--- config.mk ---
export PLATFORM = sky130hd
export DESIGN_NAME = pipe_ctrl
export DESIGN_NICKNAME = d
export VERILOG_FILES = /design/src/rtl/pipe_ctrl_pkg.sv /design/src/rtl/pipe_ctrl_hazard_detect.sv /design/src/rtl/pipe_ctrl.sv
export SDC_FILE = /design/constraint.sdc
export NUM_CORES = 1
export LEC_CHECK = 0
export ABC_AREA = 0
export CAP_MARGIN = 5
export CORE_MARGIN = 8
export CORE_UTILIZATION = 46
export CTS_CLUSTER_DIAMETER = 120
export DETAILED_ROUTE_END_ITERATION = 6
export DONT_BUFFER_PORTS = 1
export PLACE_DENSITY_LB_ADDON = 0.2
export SETUP_SLACK_MARGIN = 0.2
export SYNTH_ARGS = -nofsm -noshare
export SYNTH_HDL_FRONTEND = slang
export SYNTH_SLANG_ARGS = --single-unit
--- constraint.sdc ---
create_clock -name clk -period 3.2 [get_ports clk]
set_clock_uncertainty 0.1 [all_clocks]
set_input_delay 0.64 -clock clk [delete_from_list [all_inputs] [get_ports clk]]
set_output_delay 0.64 -clock clk [all_outputs]
set_load 0.005 [all_outputs]
--- src/rtl/pipe_ctrl_pkg.sv ---
// Shared definitions for the MIPS pipeline controller: FSM encodings, the
// exception vector default, stage indices and the per-cycle control bundle.
package pipe_ctrl_pkg;

  localparam logic [31:0] EXC_VECTOR_DEFAULT = 32'h0000_0008;
  localparam int          NUM_STAGES         = 5;
  localparam int          REG_AW             = 5;

  // Bit positions inside the stage rst/en vectors
  localparam int STG_IF  = 0;
  localparam int STG_ID  = 1;
  localparam int STG_EXE = 2;
  localparam int STG_MEM = 3;
  localparam int STG_WB  = 4;

  typedef enum logic [1:0] {
    ST_RUN    = 2'd0,
    ST_VECTOR = 2'd1,
    ST_RETURN = 2'd2
  } state_e;

  typedef struct packed {
    logic [NUM_STAGES-1:0] rst;
    logic [NUM_STAGES-1:0] en;
    logic                  epc_ctrl;
    logic                  epc_vec;
    logic                  irq_ack;
  } stage_ctrl_t;

  function automatic logic src_hit(input logic used,
                                   input logic [REG_AW-1:0] src,
                                   input logic [REG_AW-1:0] dst);
    return used && (src == dst);
  endfunction

endpackage

--- src/rtl/pipe_ctrl_hazard_detect.sv ---
// Load-use detector: flags an ID-stage read of the register a load in EXE is
// about to write. r0 is never a real dependency.
module pipe_ctrl_hazard_detect
  import pipe_ctrl_pkg::*;
(
  input  logic              mem_ren_exe,
  input  logic              wb_wen_exe,
  input  logic [REG_AW-1:0] regw_addr_exe,
  input  logic [REG_AW-1:0] addr_rs,
  input  logic [REG_AW-1:0] addr_rt,
  input  logic              rs_used,
  input  logic              rt_used,
  output logic              hazard
);

  logic load_wr;

  assign load_wr = mem_ren_exe && wb_wen_exe && (regw_addr_exe != '0);
  assign hazard  = load_wr && (src_hit(rs_used, addr_rs, regw_addr_exe) ||
                               src_hit(rt_used, addr_rt, regw_addr_exe));

endmodule

--- src/rtl/pipe_ctrl.sv ---
// Pipeline stall/flush and interrupt controller: freeze on memory wait,
// single bubble on load-use, interrupt entry via VECTOR and ERET via RETURN.
module pipe_ctrl
  import pipe_ctrl_pkg::*;
#(
  parameter logic [31:0] EXC_VECTOR = EXC_VECTOR_DEFAULT
) (
  input  logic        clk,
  input  logic        rst_n,
  input  logic        mem_ready,
  input  logic        id_valid,
  input  logic [4:0]  addr_rs,
  input  logic [4:0]  addr_rt,
  input  logic        rs_used,
  input  logic        rt_used,
  input  logic        mem_ren_exe,
  input  logic        wb_wen_exe,
  input  logic [4:0]  regw_addr_exe,
  input  logic        is_eret_id,
  input  logic        irq,
  input  logic [31:0] cp0_return_addr,
  output logic        if_rst,
  output logic        id_rst,
  output logic        exe_rst,
  output logic        mem_rst,
  output logic        wb_rst,
  output logic        if_en,
  output logic        id_en,
  output logic        exe_en,
  output logic        mem_en,
  output logic        wb_en,
  output logic        epc_ctrl,
  output logic [31:0] epc,
  output logic        irq_ack,
  output logic        ie,
  output logic [31:0] stall_cnt
);

  state_e      state, state_nxt;
  stage_ctrl_t ctrl;
  logic        hazard, freeze, accept_irq, accept_eret;
  logic        ie_q;
  logic [31:0] epc_reg, stall_cnt_q;

  pipe_ctrl_hazard_detect u_hazard (
    .mem_ren_exe   (mem_ren_exe),
    .wb_wen_exe    (wb_wen_exe),
    .regw_addr_exe (regw_addr_exe),
    .addr_rs       (addr_rs),
    .addr_rt       (addr_rt),
    .rs_used       (rs_used),
    .rt_used       (rt_used),
    .hazard        (hazard)
  );

  assign freeze = !mem_ready;

  // Events are only taken in RUN, and a stalled or frozen cycle takes nothing,
  // so a blocked irq/ERET simply retries on the next clean cycle.
  assign accept_irq  = (state == ST_RUN) && irq && ie_q && !hazard && !freeze;
  assign accept_eret = (state == ST_RUN) && id_valid && is_eret_id &&
                       !hazard && !freeze && !accept_irq;

  always_ff @(posedge clk) begin
    if (!rst_n) state <= ST_RUN;
    else        state <= state_nxt;
  end

  always_comb begin
    state_nxt = state;
    if (!freeze) begin
      unique case (state)
        ST_RUN: begin
          if (accept_irq)       state_nxt = ST_VECTOR;
          else if (accept_eret) state_nxt = ST_RETURN;
        end
        ST_VECTOR: state_nxt = ST_RUN;
        ST_RETURN: state_nxt = ST_RUN;
        default:   state_nxt = ST_RUN;
      endcase
    end
  end

  always_comb begin
    ctrl          = '0;
    ctrl.en       = '1;
    if (!rst_n) begin
      ctrl.rst    = '1;
      ctrl.en     = '0;
    end else if (freeze) begin
      ctrl.en     = '0;
    end else begin
      unique case (state)
        ST_RUN: begin
          // Hold IF/ID and squash EXE; the load keeps draining into MEM/WB
          if (hazard) begin
            ctrl.en[STG_IF]   = 1'b0;
            ctrl.en[STG_ID]   = 1'b0;
            ctrl.rst[STG_EXE] = 1'b1;
          end
        end
        ST_VECTOR: begin
          ctrl.epc_ctrl    = 1'b1;
          ctrl.epc_vec     = 1'b1;
          ctrl.irq_ack     = 1'b1;
          ctrl.rst[STG_ID] = 1'b1;
        end
        ST_RETURN: begin
          ctrl.epc_ctrl    = 1'b1;
          ctrl.rst[STG_ID] = 1'b1;
        end
        default: ;
      endcase
    end
  end

  always_ff @(posedge clk) begin
    if (!rst_n) begin
      ie_q        <= 1'b1;
      epc_reg     <= '0;
      stall_cnt_q <= '0;
    end else begin
      if (accept_irq) begin
        epc_reg <= cp0_return_addr;
        ie_q    <= 1'b0;
      end else if (state == ST_RETURN && !freeze) begin
        ie_q    <= 1'b1;
      end
      if (!ctrl.en[STG_IF]) stall_cnt_q <= stall_cnt_q + 32'd1;
    end
  end

  assign {wb_rst, mem_rst, exe_rst, id_rst, if_rst} = ctrl.rst;
  assign {wb_en,  mem_en,  exe_en,  id_en,  if_en } = ctrl.en;
  assign epc_ctrl  = ctrl.epc_ctrl;
  assign epc       = ctrl.epc_vec ? EXC_VECTOR : epc_reg;
  assign irq_ack   = ctrl.irq_ack;
  assign ie        = ie_q;
  assign stall_cnt = stall_cnt_q;

endmodule

# Word-level counts from Yosys, hierarchy flattened
# Cells that the tools add are included.
[word_totals]
regBits = 67
input_bits = 57
output_inout_bits = 77
elab_cells = 54
[classes]
n_addsub = 1
n_eq_ne = 5
mux = 21
reduce_logical = 23
[ops]
columns = ["cell", "count"]
rows = [
  ["32-bit by 1-bit adder with 32-bit output (second input constant)", 1],
  ["32-bit two-way mux", 1],
  ["2-bit two-way mux", 10],
  ["1-bit logical AND", 15],
  ["5-bit == test", 2],
  ["3-bit two-way mux", 3],
  ["1-bit two-way mux", 6],
  ["5-bit two-way mux", 1],
  ["5-bit nonzero test", 1],
  ["3-bit inequality test (second input constant)", 1],
  ["2-bit by 1-bit == test with 1-bit output (second input constant)", 1],
  ["2-bit == test (second input constant)", 1],
  ["1-bit zero test", 2],
  ["2-bit zero test", 1],
  ["2-bit AND reduction", 1],
  ["2-bit nonzero test", 1],
  ["2-bit OR reduction", 1],
  ["1-bit logical OR", 1],
]

# Longest topological paths before layout
[logic_depth]
ltp_word = 12
depth_mapped = 8
ltp_nobuf = 6

# Modules after synthesis
# A second synthesis with hierarchy kept.
[unflattened]
cells_unflattened = 412
hier_area_um2 = 3308.2
[by_module_without_submodules]
columns = ["module", "n_inst", "cells_per_inst", "area_per_inst_um2", "seq_area_each_um2"]
rows = [
  ["pipe_ctrl", 1, 395, 3173.0, 1341.3],
  ["pipe_ctrl_hazard_detect", 1, 17, 135.1, 0.0],
]

# Least setup slack after synthesis
# Ideal clock, no wire load.
[synth_timing]
path_type = "input to output"
start = "input port regw_addr_exe[1]"
end = "output port if_en"
t_arrival_ps = 2001
required_time_ps = 2460
path_slack_ps = 459
path_stages = 6
n_path_buf = 3
cell_sequence = "or3_1 > o311a_4 > a31oi_4 > buf_6 > buf_6 > buf_4"
[synth_between]
elab_chain_len = 8
elab_cells_between_ends = 12
classes_between = "eq/ne (2); mux (4); reduce/logical (6)"
[synth_rtl]
columns = ["element", "line", "text"]
rows = [
  ["start, declared", "pipe_ctrl.sv:18", "input logic [4:0] regw_addr_exe,"],
  ["5-bit == test", "pipe_ctrl_pkg.sv:33", "return used && (src == dst);"],
  ["1-bit logical AND", "pipe_ctrl_pkg.sv:33", ""],
  ["1-bit logical OR", "pipe_ctrl_hazard_detect.sv:19", "assign hazard = load_wr && (src_hit(rs_used, addr_rs, regw_addr_exe) ||"],
  ["1-bit logical AND *", "pipe_ctrl_hazard_detect.sv:19", ""],
  ["2-bit two-way mux *", "pipe_ctrl.sv:96", "if (hazard) begin"],
  ["2-bit two-way mux *", "pipe_ctrl.sv:93", "unique case (state)"],
  ["2-bit two-way mux *", "pipe_ctrl.sv:90", "end else if (freeze) begin"],
  ["5-bit two-way mux *", "pipe_ctrl.sv:87", "if (!rst_n) begin"],
  ["end, declared", "pipe_ctrl.sv:27", "output logic if_en,"],
]
# Every way passes the cells marked *; elsewhere a longest branch is shown, timed or not.

# Worst setup path after layout
[layout_timing]
start = "input port regw_addr_exe[1]"
end = "output port exe_rst"
[layout_between]
elab_chain_len = 8
elab_cells_between_ends = 12
classes_between = "eq/ne (2); mux (4); reduce/logical (6)"
[layout_rtl]
columns = ["element", "line", "text"]
rows = [
  ["5-bit == test", "pipe_ctrl_pkg.sv:33", ""],
  ["1-bit logical AND", "pipe_ctrl_pkg.sv:33", ""],
  ["1-bit logical OR", "pipe_ctrl_hazard_detect.sv:19", ""],
  ["1-bit logical AND *", "pipe_ctrl_hazard_detect.sv:19", ""],
  ["1-bit two-way mux *", "pipe_ctrl.sv:96", ""],
  ["1-bit two-way mux *", "pipe_ctrl.sv:93", ""],
  ["2-bit two-way mux *", "pipe_ctrl.sv:90", ""],
  ["2-bit two-way mux *", "pipe_ctrl.sv:87", ""],
  ["end, declared", "pipe_ctrl.sv:24", "output logic exe_rst,"],
]
# Marked as above.

==> out/results.tsv <==
stage	metric	value	unit
timing	rsz0062_at_grt	false	
power	p_per_area	495	nW/um^2
timing	fin_crit_sh	80.5	%
flow_run	drv_cap	0	
logic_synthesis	synthArstFlopShare	0	%
place	dpl_cell_area	3400	um^2
final_layout	fin_nets	435	
timing	maxSlewViolCount	0	
clocking	cts_sinks	67	
logic_synthesis	yosysWarnings	0	
timing	finalSetupViolCount	0	
clocking	cts_buffers	9	
floorplan	fp-row-count	31	
timing	hold_ws	307	ps
final_layout	drive_above_1_share	7.92	%
route	dr.pass1.iters	4	
logic_synthesis	synthesis.area	3380	um^2
floorplan	start_util	47.1	%
floorplan	die_area	10400	um^2
clocking	htree_levels	3	
clocking	clock_latency	330	ps
route	drt_wl_total	8180	um
final_layout	layoutNonFillerInstCount	478	
timing	hold_viol	0	
grt	grt_pass1_vias	2607	
route	initialDrtViolationCount	70	
grt	grt_overflow	0	
logic_synthesis	yosysUniqueCellTypes	42	
grt	grtUsageTotal	15.6	%
route	drc	0	
final_layout	syn_to_final_growth	6.73	%
power	power_leakage	1.26	nW
grt	grt_max_degree	36	
final_layout	final_core_util	50.3	%
logic_synthesis	synthTopCellsByCount	67 x dfxtp_1, 36 x nor2_1, 33 x and2_1, 32 x a21oi_1, 32 x mux2i_1	
logic_synthesis	yosys.area.top_type	dfxtp_1	
route	postRouteAntennaNets	0	
clocking	cts_tree	built	
floorplan	coreArea	7180	um^2
timing	finalSetupTns	0	ps
route	vias	2706	
grt	antenna_found_initial	0	
logic_synthesis	mappedNetlistNets	446	
clocking	cts_setup_buffers	0	
run_status	status	completed	
timing	worstMarginPinSlew	612	ps
worst_setup_path	crit_required	2460	ps
route	via_per_inst	5.66	
worst_setup_path	end_kind	output port	
place	io_buffers	0	
clocking	hold_buffers	0	
floorplan	die_x	102	um
timing	fmax	388	MHz
grt	grt_pass1_wl	12900	um
floorplan	io_pins	134	
worst_setup_path	path_class	in2out	
logic_synthesis	synth_seq_area_share	39.6	%
worst_setup_path	crit_start	regw_addr_exe[1]	
logic_synthesis	synth_top_area_share	39.6	%
worst_hold_path	min-delay-start	rst_n	
worst_setup_path	reg2reg_from	stall_cnt[3]$_SDFFE_PN0N_	
route	dr_wl_met2	3820	um
route	met1Wirelength	3370	um
worst_setup_path	crit_path_start_kind	input port	
clocking	clockBufferDepth	2	
timing	relSlewSlack	59.2	%
final_layout	stdcell_area	3610	um^2
logic_synthesis	ys_top_cells_by_area	dfxtp_1 40%, mux2i_1 9.5%, and2_1 6.1%	
logic_synthesis	ys_seq_elements	67	
clocking	clk_pin_slew_worst_paths	70	ps
logic_synthesis	synth-edff-count	0	
place	dp_hpwl	5870	um
route	wl_met3	881	um
place	place_congestion	0.752	
final_layout	n_fill_cell	679	
logic_synthesis	syn_area_per_cell	8.79	um^2
worst_setup_path	crit_arrival	1840	ps
place	dpl.cell_count	462	
floorplan	die_h	102	um
final_layout	antenna_cells	0	
logic_synthesis	synthCells	385	
logic_synthesis	yosysMostFrequentCell	dfxtp_1	
clocking	cts-root-buf	clkbuf_8	
power	vdd_drop_max	0.000354	V
route	post_drt_wl_per_cell	17.1	um
worst_setup_path	worstPathMaxFanout	5	
clocking	cts_resized	0	
worst_hold_path	hp-class	in2reg	
timing	period_needed	2580	ps
logic_synthesis	ys.flop_type	dfxtp_1	
route	routed.top_layer	met4	
layout by cell type, fill, tap and decap left out, drive strengths merged:
cell type / Yosys / routed
dfxtp: 67 / 67
nor2: 36 / 36
and2: 33 / 33
mux2i: 32 / 32
a21oi: 32 / 32
o21ai: 28 / 28
nand2: 22 / 22
or3: 22 / 22
nand4: 13 / 13
clkbuf: 12 / 11
xnor2: 10 / 10
nand3: 10 / 10
and3: 8 / 8
inv: 8 / 8
o31ai: 6 / 6
buf: 16 / 6
or4: 5 / 5
or4b: 4 / 4
ha: 4 / 4
a31oi: 3 / 3
and4: 2 / 2
clkinv: 0 / 2
bufinv: 0 / 2
nor4: 2 / 2
nor3: 2 / 2
o22ai: 1 / 1
o311a: 1 / 1
nand2b: 1 / 1
xor2: 1 / 1
a41oi: 1 / 1
o21a: 1 / 1
a41o: 1 / 1
o41ai: 1 / 1
clkinvlp: 0 / 1
worst max-delay path, cell delays in order:
cell and delay, ps:
xnor2_1 170, nand4_1 150, o22ai_2 420, nand2_1 160, o31ai_1 300
where the power goes:
group | total (W) | leakage (nW) | switching [W] | internal, W
registers | 0.000881 | 0.544 | 0.0000188 | 0.000862
clock network | 0.000749 | 0.103 | 0.000312 | 0.000437
logic | 0.000159 | 0.612 | 0.0000892 | 0.0000699
per-stage QoR:
step / total power, W / setup slack, ps
after floorplan: 0.00104 / 459
after global placement: 0.00106 / 609
after detailed placement: 0.00106 / 486
after CTS: 0.00182 / 592
after global routing: 0.00187 / 505
final: 0.00179 / 624
cell type report:
class / instances / area [um^2] / area share [%]
inverter: 8 / 30.0 / 0.832
multi-input combinational: 282 / 1850 / 51.2
sequential: 67 / 1340 / 37.1
clock inverter: 5 / 77.6 / 2.15
clock buffer: 11 / 131 / 3.64
timing repair buffer: 6 / 57.6 / 1.59
tap: 99 / 124 / 3.43
final timing paths:
path | depth (start not counted) | slack [ps] | endpoint
worst max-delay path | 5 | 620 | exe_rst
worst min-delay path | 1 | 310 | ie$_SDFFE_PN1P_
worst max register to register | 6 | 930 | stall_cnt[23]$_SDFFE_PN0N_
worst min register to register | 2 | 390 | epc_reg[26]$_SDFFE_PN0P_
logic make-up after synthesis:
family          Yosys count  synth area share [%]
simple gates            160                  26.8
compound gates           75                  13.7
fa+ha+maj                 4                  1.48
mux                      32                  9.47
xor+xnor                 11                  2.85
buf+inv                  36                  6.03
flops                    67                  39.6
layer usage:
| metal | up-vias | track usage, % |
|---|---|---|
| met3 | 11 | 8.18 |
| met2 | 87 | 24.8 |
| met1 | 1267 | 17.1 |
| li1 | 1341 | - |
| met5 | - | 0 |
| met4 | 0 | 5.84 |
(Power assumes the default switching activity.)
